### src/rtl/led_frame_sequencer_if.sv
// Pixel stream between the frame sequencer and the WS2812 bit driver.
//   pixel_grb   : scaled GRB pixel, G[23:16] R[15:8] B[7:0]
//   pixel_valid : pixel_grb holds a pixel for the driver
//   pixel_ready : driver can accept a pixel this cycle
//   drv_idle    : driver has finished shifting every bit out
interface led_frame_sequencer_if;
   logic [23:0] pixel_grb;
   logic        pixel_valid;
   logic        pixel_ready;
   logic        drv_idle;

   modport master (
      output pixel_grb,
      output pixel_valid,
      input  pixel_ready,
      input  drv_idle
   );

   modport slave (
      input  pixel_grb,
      input  pixel_valid,
      output pixel_ready,
      output drv_idle
   );
endinterface

### src/rtl/led_frame_sequencer.sv
// Frame-level controller for a WS2812 chain: holds a NUM_LEDS pixel buffer,
// streams brightness-scaled pixels to the bit driver, then enforces the
// latch gap and pulses frame completion.
//   clk_50Mhz, rst   : clock, asynchronous active-high reset
//   wr_en_i/addr/grb : host pixel buffer write port (out-of-range ignored)
//   frame_start_i    : one-cycle frame request
//   auto_refresh_i   : enables the periodic request timer
//   brightness_i     : global brightness, latched at frame start
//   busy_o           : frame in progress
//   frame_done_o     : one-cycle pulse at the end of the latch gap
//   cur_index_o      : pixel being fetched or sent
//   drv              : pixel stream to the bit driver
module led_frame_sequencer #(
   parameter int unsigned NUM_LEDS       = 64,
   parameter int unsigned ADDR_W         = 6,
   parameter int unsigned LATCH_CYCLES   = 2600,
   parameter int unsigned REFRESH_CYCLES = 833333,
   parameter int unsigned REFRESH_W      = 20
) (
   input  logic                  clk_50Mhz,
   input  logic                  rst,
   input  logic                  wr_en_i,
   input  logic [ADDR_W-1:0]     wr_addr_i,
   input  logic [23:0]           wr_grb_i,
   input  logic                  frame_start_i,
   input  logic                  auto_refresh_i,
   input  logic [7:0]            brightness_i,
   output logic                  busy_o,
   output logic                  frame_done_o,
   output logic [ADDR_W-1:0]     cur_index_o,
   led_frame_sequencer_if.master drv
);

   localparam int unsigned LATCH_W = (LATCH_CYCLES > 1) ? $clog2(LATCH_CYCLES) : 1;
   localparam int unsigned IDX_W   = (NUM_LEDS > 1) ? $clog2(NUM_LEDS) : 1;

   typedef enum logic [2:0] {
      S_IDLE, S_FETCH, S_SCALE, S_SEND, S_DRAIN, S_LATCH, S_DONE
   } state_t;

   state_t               state_q, state_d;
   logic [ADDR_W-1:0]    idx_q, idx_d;
   logic [8:0]           bscale_q, bscale_d;
   logic                 pending_q, pending_d;
   logic [REFRESH_W-1:0] refresh_q, refresh_d;
   logic [LATCH_W-1:0]   latch_q, latch_d;
   logic [23:0]          grb_q, grb_d;
   logic                 valid_q, valid_d;
   logic                 busy_q, done_q;

   logic [23:0]          mem [NUM_LEDS];
   logic [23:0]          rd_q;

   logic                 wr_ok_c, refresh_hit_c, request_c;

   // One channel scaled by bscale in 1..256: keep bits [15:8] of the product.
   function automatic logic [7:0] scale_ch(input logic [7:0] c, input logic [8:0] s);
      return 8'((17'(c) * 17'(s)) >> 8);
   endfunction

   assign wr_ok_c       = wr_en_i && (32'(wr_addr_i) < NUM_LEDS);
   assign refresh_hit_c = auto_refresh_i && (refresh_q == REFRESH_W'(REFRESH_CYCLES - 1));
   assign request_c     = frame_start_i || refresh_hit_c;

   // Pixel buffer; a same-cycle write and read of one address returns the old word.
   always_ff @(posedge clk_50Mhz) begin
      if (wr_ok_c) mem[IDX_W'(wr_addr_i)] <= wr_grb_i;
      if (state_q == S_FETCH) rd_q <= mem[IDX_W'(idx_q)];
   end

   // Next-state and datapath.
   always_comb begin
      state_d   = state_q;
      idx_d     = idx_q;
      bscale_d  = bscale_q;
      pending_d = pending_q;
      latch_d   = latch_q;
      grb_d     = grb_q;
      valid_d   = valid_q;
      refresh_d = '0;

      if (auto_refresh_i) refresh_d = refresh_hit_c ? '0 : refresh_q + REFRESH_W'(1);

      // Requests while a frame runs collapse into one pending frame.
      if ((state_q != S_IDLE) && request_c) pending_d = 1'b1;

      unique case (state_q)
         S_IDLE: begin
            if (request_c) begin
               bscale_d = 9'(brightness_i) + 9'd1;
               idx_d    = '0;
               state_d  = S_FETCH;
            end
         end
         S_FETCH: state_d = S_SCALE;
         S_SCALE: begin
            grb_d   = {scale_ch(rd_q[23:16], bscale_q),
                       scale_ch(rd_q[15:8],  bscale_q),
                       scale_ch(rd_q[7:0],   bscale_q)};
            valid_d = 1'b1;
            state_d = S_SEND;
         end
         S_SEND: begin
            if (valid_q && drv.pixel_ready) begin
               valid_d = 1'b0;
               if (idx_q == ADDR_W'(NUM_LEDS - 1)) begin
                  state_d = S_DRAIN;
               end else begin
                  idx_d   = idx_q + ADDR_W'(1);
                  state_d = S_FETCH;
               end
            end
         end
         S_DRAIN: begin
            if (drv.drv_idle) begin
               latch_d = '0;
               state_d = S_LATCH;
            end
         end
         S_LATCH: begin
            if (latch_q == LATCH_W'(LATCH_CYCLES - 1)) state_d = S_DONE;
            else                                        latch_d = latch_q + LATCH_W'(1);
         end
         S_DONE: begin
            // A request landing in DONE itself also chains straight into the next frame.
            if (pending_q || request_c) begin
               bscale_d  = 9'(brightness_i) + 9'd1;
               idx_d     = '0;
               pending_d = 1'b0;
               state_d   = S_FETCH;
            end else begin
               state_d = S_IDLE;
            end
         end
         default: state_d = S_IDLE;
      endcase
   end

   // State and registered outputs.
   always_ff @(posedge clk_50Mhz or posedge rst) begin
      if (rst) begin
         state_q   <= S_IDLE;
         idx_q     <= '0;
         bscale_q  <= '0;
         pending_q <= 1'b0;
         refresh_q <= '0;
         latch_q   <= '0;
         grb_q     <= '0;
         valid_q   <= 1'b0;
         busy_q    <= 1'b0;
         done_q    <= 1'b0;
      end else begin
         state_q   <= state_d;
         idx_q     <= idx_d;
         bscale_q  <= bscale_d;
         pending_q <= pending_d;
         refresh_q <= refresh_d;
         latch_q   <= latch_d;
         grb_q     <= grb_d;
         valid_q   <= valid_d;
         busy_q    <= (state_d != S_IDLE);
         done_q    <= (state_d == S_DONE);
      end
   end

   assign drv.pixel_grb   = grb_q;
   assign drv.pixel_valid = valid_q;
   assign busy_o          = busy_q;
   assign frame_done_o    = done_q;
   assign cur_index_o     = idx_q;

endmodule

### src/flat_wrapper.sv
// flat-port wrapper written by rule: the top's interface ports become plain ports
module led_frame_sequencer_flat 
#(
   parameter int unsigned NUM_LEDS       = 64,
   parameter int unsigned ADDR_W         = 6,
   parameter int unsigned LATCH_CYCLES   = 2600,
   parameter int unsigned REFRESH_CYCLES = 833333,
   parameter int unsigned REFRESH_W      = 20
)
  (clk_50Mhz, rst, wr_en_i, wr_addr_i, wr_grb_i, frame_start_i, auto_refresh_i, brightness_i, busy_o, frame_done_o, cur_index_o, drv_pixel_grb, drv_pixel_valid, drv_pixel_ready, drv_drv_idle);
  led_frame_sequencer_if drv_i ();
  input  logic clk_50Mhz;
  input  logic rst;
  input  logic wr_en_i;
  input  logic [ADDR_W-1:0] wr_addr_i;
  input  logic [23:0] wr_grb_i;
  input  logic frame_start_i;
  input  logic auto_refresh_i;
  input  logic [7:0] brightness_i;
  output logic busy_o;
  output logic frame_done_o;
  output logic [ADDR_W-1:0] cur_index_o;
  output wire logic [$bits(drv_i.pixel_grb)-1:0] drv_pixel_grb;
  output wire logic [$bits(drv_i.pixel_valid)-1:0] drv_pixel_valid;
  input wire logic [$bits(drv_i.pixel_ready)-1:0] drv_pixel_ready;
  input wire logic [$bits(drv_i.drv_idle)-1:0] drv_drv_idle;
  assign drv_pixel_grb = drv_i.pixel_grb;
  assign drv_pixel_valid = drv_i.pixel_valid;
  assign drv_i.pixel_ready = drv_pixel_ready;
  assign drv_i.drv_idle = drv_drv_idle;
  led_frame_sequencer #(.NUM_LEDS(NUM_LEDS), .ADDR_W(ADDR_W), .LATCH_CYCLES(LATCH_CYCLES), .REFRESH_CYCLES(REFRESH_CYCLES), .REFRESH_W(REFRESH_W)) u_core (.clk_50Mhz(clk_50Mhz), .rst(rst), .wr_en_i(wr_en_i), .wr_addr_i(wr_addr_i), .wr_grb_i(wr_grb_i), .frame_start_i(frame_start_i), .auto_refresh_i(auto_refresh_i), .brightness_i(brightness_i), .busy_o(busy_o), .frame_done_o(frame_done_o), .cur_index_o(cur_index_o), .drv(drv_i));
endmodule
### config.mk
export PLATFORM = sky130hd
export DESIGN_NAME = led_frame_sequencer_flat
export DESIGN_NICKNAME = d
export VERILOG_FILES = /design/src/rtl/led_frame_sequencer_if.sv /design/src/rtl/led_frame_sequencer.sv /design/src/flat_wrapper.sv
export SDC_FILE = /design/constraint.sdc
export NUM_CORES = 2
export LEC_CHECK = 0
export BUFFER_PORTS_ARGS = -buffer_cell sky130_fd_sc_hd__clkbuf_2
export CAP_MARGIN = 0
export CORE_MARGIN = 4
export CORE_UTILIZATION = 35
export DETAILED_ROUTE_END_ITERATION = 8
export PLACE_DENSITY = 0.46
export SYNTH_ARGS = -nofsm -noshare
export SYNTH_HDL_FRONTEND = slang
export SYNTH_SLANG_ARGS = --single-unit
### constraint.sdc
create_clock -name clk_50Mhz -period 6.3 [get_ports clk_50Mhz]
set_input_delay 1.575 -clock clk_50Mhz [delete_from_list [all_inputs] [get_ports clk_50Mhz]]
set_output_delay 1.575 -clock clk_50Mhz [all_outputs]
set_load 0.01 [all_outputs]
==> impl_summary.log <==
[metrics] status: completed
[metrics] Clock Pin Slew Worst Setup and Hold Paths: 0.06 ns
[metrics] Worst Max-Slew Pin Slew: 1.17 ns
[metrics] Total Die Area: 206,000 um2
[metrics] Setup crit start kind: flip-flop
[metrics] per-cell routed wire length: 28.5 um
[metrics] area taken by flip-flops and latches: about 50,000 um2
[metrics] largest fanout on the critical path: 25
[metrics] number of maximum-capacitance constraint violations: 0
[metrics] antenna viol nets, final: 0
[metrics] residual DRC count: 0
[metrics] P per Cell Area: just over 500 nW/um2
[metrics] clock insertion delay at the later pin of the skew report: 0.82 ns
[metrics] number of antenna violations at the first check in global routing: 11
[metrics] flop2flop setup slack: 1.17 ns
[metrics] worst-case vdd ir drop: 0.583 mV
[metrics] synth-to-layout area growth: 14.2%
[metrics] number of standard cells in the layout, taps in and fillers out: approximately 6,700
[metrics] most common flop cell mapped by yosys: sky130_fd_sc_hd__edfxtp_1
[metrics] post-synth cell types: 65
[metrics] PnR Total Power: 40.2 mW
[metrics] via count of the first global-routing pass: 36,500
[metrics] number of buffers created by CTS: between 150 and 200
[metrics] clock tree sinks: around 1,600
[metrics] total congestion overflow after global routing: 0
[metrics] number of nets in the layout: 4,163
[metrics] CTS root buf: sky130_fd_sc_hd__clkbuf_16
[metrics] data required time at the worst endpoint: 6.94 ns
[metrics] Std-Cell Rows: 163
[metrics] routed via count divided by cell count: 5.21
[metrics] Floorplan Core Area: 198,000 um2
[metrics] wire length of the first global-routing pass: 273,000 um
[metrics] last weighted congestion value of the routability-driven placer: 0.763
[metrics] IO buf count: 77
[metrics] maximum clock frequency: 195 MHz
[metrics] post-route clock period utilization: 81.5%
[metrics] initial drt markers: about 2,700
[metrics] unrepaired setup endpoints after global routing: false
[metrics] Leakage: 26.0 nW
[metrics] relative slew slack: 21.6%
[metrics] final worst hold slack: between 0.4 and 0.5 ns
[metrics] maximum number of pins on one net before global-route repair: 86
[metrics] Critical Path Sink Type: flip-flop
[metrics] Mapped Area: ~70,000 um2
[metrics] Synth async-reset ratio: 4.76%
[metrics] routed wire length: 191,000 um
[metrics] largest area contributor in the netlist: sky130_fd_sc_hd__edfxtp_1
[metrics] Setup TNS Final: 0 ns
[metrics] synthesized instance count: 3,717
[metrics] count of instances resized after the clock tree is built: 0
[metrics] final hold violation count: 0
[metrics] Initial Utilization: 35.3%
[metrics] H-Tree Level Count: 4
[metrics] Max Transition Viols Final: 0
[metrics] Initial DRT Pass Iterations: 7
[metrics] path type of the worst setup path: flip-flop to flip-flop
[metrics] fraction of the yosys area taken by sequential cells: approximately 70%
[metrics] total non-filler cell area in the finished layout: 79,600 um2
[metrics] filler cell count in the final layout: 17,700
[metrics] worst setup skew after layout: 0.0471 ns
[metrics] Placed Cells incl. Taps: 6,359
[metrics] die height: 454 um
[metrics] average cell area after synthesis: 18.7 um2
[metrics] Ys Warns: 0
[metrics] synthesized netlist net count: 3,983
[metrics] clock buffer depth: 3
[metrics] I/O pin total: 78
[metrics] class of the worst hold path: flip-flop to flip-flop
[metrics] cells taking the most area after synthesis: sky130_fd_sc_hd__edfxtp_1 67%, sky130_fd_sc_hd__mux4_2 12%, sky130_fd_sc_hd__fa_1 3.4%
[metrics] fraction of layout instances using a drive strength above 1: 23.7%
[metrics] cell area reported after detailed placement: between 70,000 and 80,000 um2
[metrics] number of setup buffers added after CTS: 0
[metrics] number of register bits inferred by synthesis: 1,638
[metrics] CTS tree: yes
[metrics] area occupied by multi-input gates: 19,800 um2
[metrics] Arr. time, crit path: 5.78 ns
[metrics] DIE WIDTH: 454 um
[metrics] area share of the largest cell type after synthesis: 67.2%
[metrics] vias after detailed routing: between 30,000 and 40,000
[metrics] EDFF count, synth: 1,560
[metrics] global-route usage over all layers: 18.5%
[metrics] Detail Placement HPWL: about 110,000 um
[metrics] shortest clock period the worst path allows after layout: just over 5 ns
[metrics] cts hold-fix bufs: 0
[metrics] final-report setup violation count: 0
## stage by stage
step           util, %  setup slack [ns]
2_1_floorplan        -              1.80
3_3_place_gp      37.4              1.18
3_5_place_dp      37.4              1.11
4_1_cts           40.3              1.11
5_1_grt           40.3             0.750
6_report          40.3              1.17
## path summary, 6_finish.rpt
kind | start | endpoint | depth (start not counted)
max in group asynchronous | rst | u_core.cur_index_o[3] | 3
min in group asynchronous | rst | u_core.state_q[2] | 2
setup / recovery | u_core.bscale_q[2] | u_core.drv.pixel_grb[23] | 14
hold / removal | u_core.drv.pixel_grb[20] | u_core.drv.pixel_grb[20] | 2
setup reg to reg | u_core.bscale_q[2] | u_core.drv.pixel_grb[23] | 14
hold reg to reg | u_core.drv.pixel_grb[20] | u_core.drv.pixel_grb[20] | 2
## per-layer routing
layer | vias to the layer above | share of wire, % | track usage (%)
li1 | 15000 | - | -
met4 | 2 | 2.2 | 4.40
met3 | 249 | 3.8 | 2.70
met1 | 18800 | 44 | 25.2
met5 | - | 0.0068 | 0
met2 | 774 | 50 | 31.3
## layout by cell type, fill, tap and decap left out, types with 22 or more instances in the layout
cell	count
sky130_fd_sc_hd__nor2_1	99
sky130_fd_sc_hd__nand2_1	158
sky130_fd_sc_hd__clkinv_2	25
sky130_fd_sc_hd__inv_1	180
sky130_fd_sc_hd__mux2i_1	68
sky130_fd_sc_hd__nor2b_1	22
sky130_fd_sc_hd__and2_1	168
sky130_fd_sc_hd__clkbuf_1	41
sky130_fd_sc_hd__fa_1	120
sky130_fd_sc_hd__clkbuf_16	178
sky130_fd_sc_hd__nor2_4	63
sky130_fd_sc_hd__a21oi_1	68
sky130_fd_sc_hd__clkbuf_2	77
sky130_fd_sc_hd__edfxtp_1	1560
sky130_fd_sc_hd__dfrtp_1	72
sky130_fd_sc_hd__a22oi_1	24
sky130_fd_sc_hd__xnor2_1	42
sky130_fd_sc_hd__clkinv_1	42
sky130_fd_sc_hd__mux2_2	69
sky130_fd_sc_hd__a211oi_1	25
sky130_fd_sc_hd__o21ai_0	39
sky130_fd_sc_hd__nand3_1	27
sky130_fd_sc_hd__xor2_1	24
sky130_fd_sc_hd__mux4_2	384
sky130_fd_sc_hd__buf_4	92
sky130_fd_sc_hd__o22ai_1	30
sky130_fd_sc_hd__ha_1	101
## power breakdown
| part | internal [mW] | switching (mW) |
|---|---|---|
| Clock | 5.72 | 4.36 |
| Combinational | 7.70 | 9.60 |
| Sequential | 12.2 | 0.566 |
| Total | 25.6 | 14.5 |
## synthesized netlist by cell type (15+ instances only)
| master | number |
|---|---|
| sky130_fd_sc_hd__mux2i_1 | 68 |
| sky130_fd_sc_hd__nor2_1 | 162 |
| sky130_fd_sc_hd__o21ai_1 | 19 |
| sky130_fd_sc_hd__buf_2 | 36 |
| sky130_fd_sc_hd__nand3_1 | 27 |
| sky130_fd_sc_hd__mux2_2 | 69 |
| sky130_fd_sc_hd__nor2b_1 | 23 |
| sky130_fd_sc_hd__a22oi_1 | 24 |
| sky130_fd_sc_hd__ha_1 | 101 |
| sky130_fd_sc_hd__buf_4 | 17 |
| sky130_fd_sc_hd__clkbuf_1 | 103 |
| sky130_fd_sc_hd__fa_1 | 120 |
| sky130_fd_sc_hd__xor2_1 | 24 |
| sky130_fd_sc_hd__xnor2_1 | 42 |
| sky130_fd_sc_hd__nand2_1 | 159 |
| sky130_fd_sc_hd__edfxtp_1 | 1560 |
| sky130_fd_sc_hd__a2111oi_0 | 21 |
| sky130_fd_sc_hd__mux4_2 | 384 |
| sky130_fd_sc_hd__and2_1 | 168 |
| sky130_fd_sc_hd__inv_1 | 182 |
| sky130_fd_sc_hd__a21oi_1 | 68 |
| sky130_fd_sc_hd__nor3_1 | 17 |
| sky130_fd_sc_hd__o22ai_1 | 30 |
| sky130_fd_sc_hd__buf_1 | 15 |
| sky130_fd_sc_hd__a211oi_1 | 25 |
| sky130_fd_sc_hd__o311a_1 | 19 |
| sky130_fd_sc_hd__dfrtp_1 | 78 |
| sky130_fd_sc_hd__o21ai_0 | 39 |
## final cells by class
| type | instances | area share, % |
|---|---|---|
| diodes | 2 | 0.00629 |
| clock buffers | 224 | 5.88 |
| clock inverters | 95 | 1.11 |
| inverters | 183 | 0.865 |
| multi-input cells | 1713 | 24.9 |
| flip-flops and latches | 1638 | 61.3 |
| well taps | 2640 | 4.15 |
| repair buffers | 185 | 1.75 |
## cells by family after synthesis
kind of cell,count (synthesis),share of synthesized area [%]
compound gates,289,2.76
xor+xnor,66,0.830
fa+ha+maj,221,5.26
buf+inv,366,2.26
flops,1638,70.0
mux,521,14.5
simple gates,616,4.36
## registers in the layout, indices dropped and copies added (netlist names)
name / cells
u_core.refresh_q: 20
u_core.busy_o: 1
u_core.pending_q: 1
u_core.rd_q: 24
u_core.latch_q: 12
u_core.drv.pixel_grb: 24
u_core.state_q: 3
u_core.frame_done_o: 1
u_core.cur_index_o: 6
u_core.bscale_q: 9
u_core.mem: 1536
u_core.drv.pixel_valid: 1
## critical path: stages (launching register included)
cell and delay (ns):
sky130_fd_sc_hd__dfrtp_1 0.96, sky130_fd_sc_hd__nand2_1 0.18, sky130_fd_sc_hd__fa_1 0.53, sky130_fd_sc_hd__fa_1 0.50, sky130_fd_sc_hd__inv_1 0.05, sky130_fd_sc_hd__fa_1 0.49
sky130_fd_sc_hd__fa_1 0.42, sky130_fd_sc_hd__ha_1 0.22, sky130_fd_sc_hd__a2111oi_0 0.28, sky130_fd_sc_hd__o21ai_0 0.22, sky130_fd_sc_hd__a221oi_2 0.36, sky130_fd_sc_hd__o2111ai_1 0.25
sky130_fd_sc_hd__o31ai_1 0.30, sky130_fd_sc_hd__xnor2_1 0.16, sky130_fd_sc_hd__o21ai_1 0.07
Note: power is estimated with default switching activity, not from simulation.
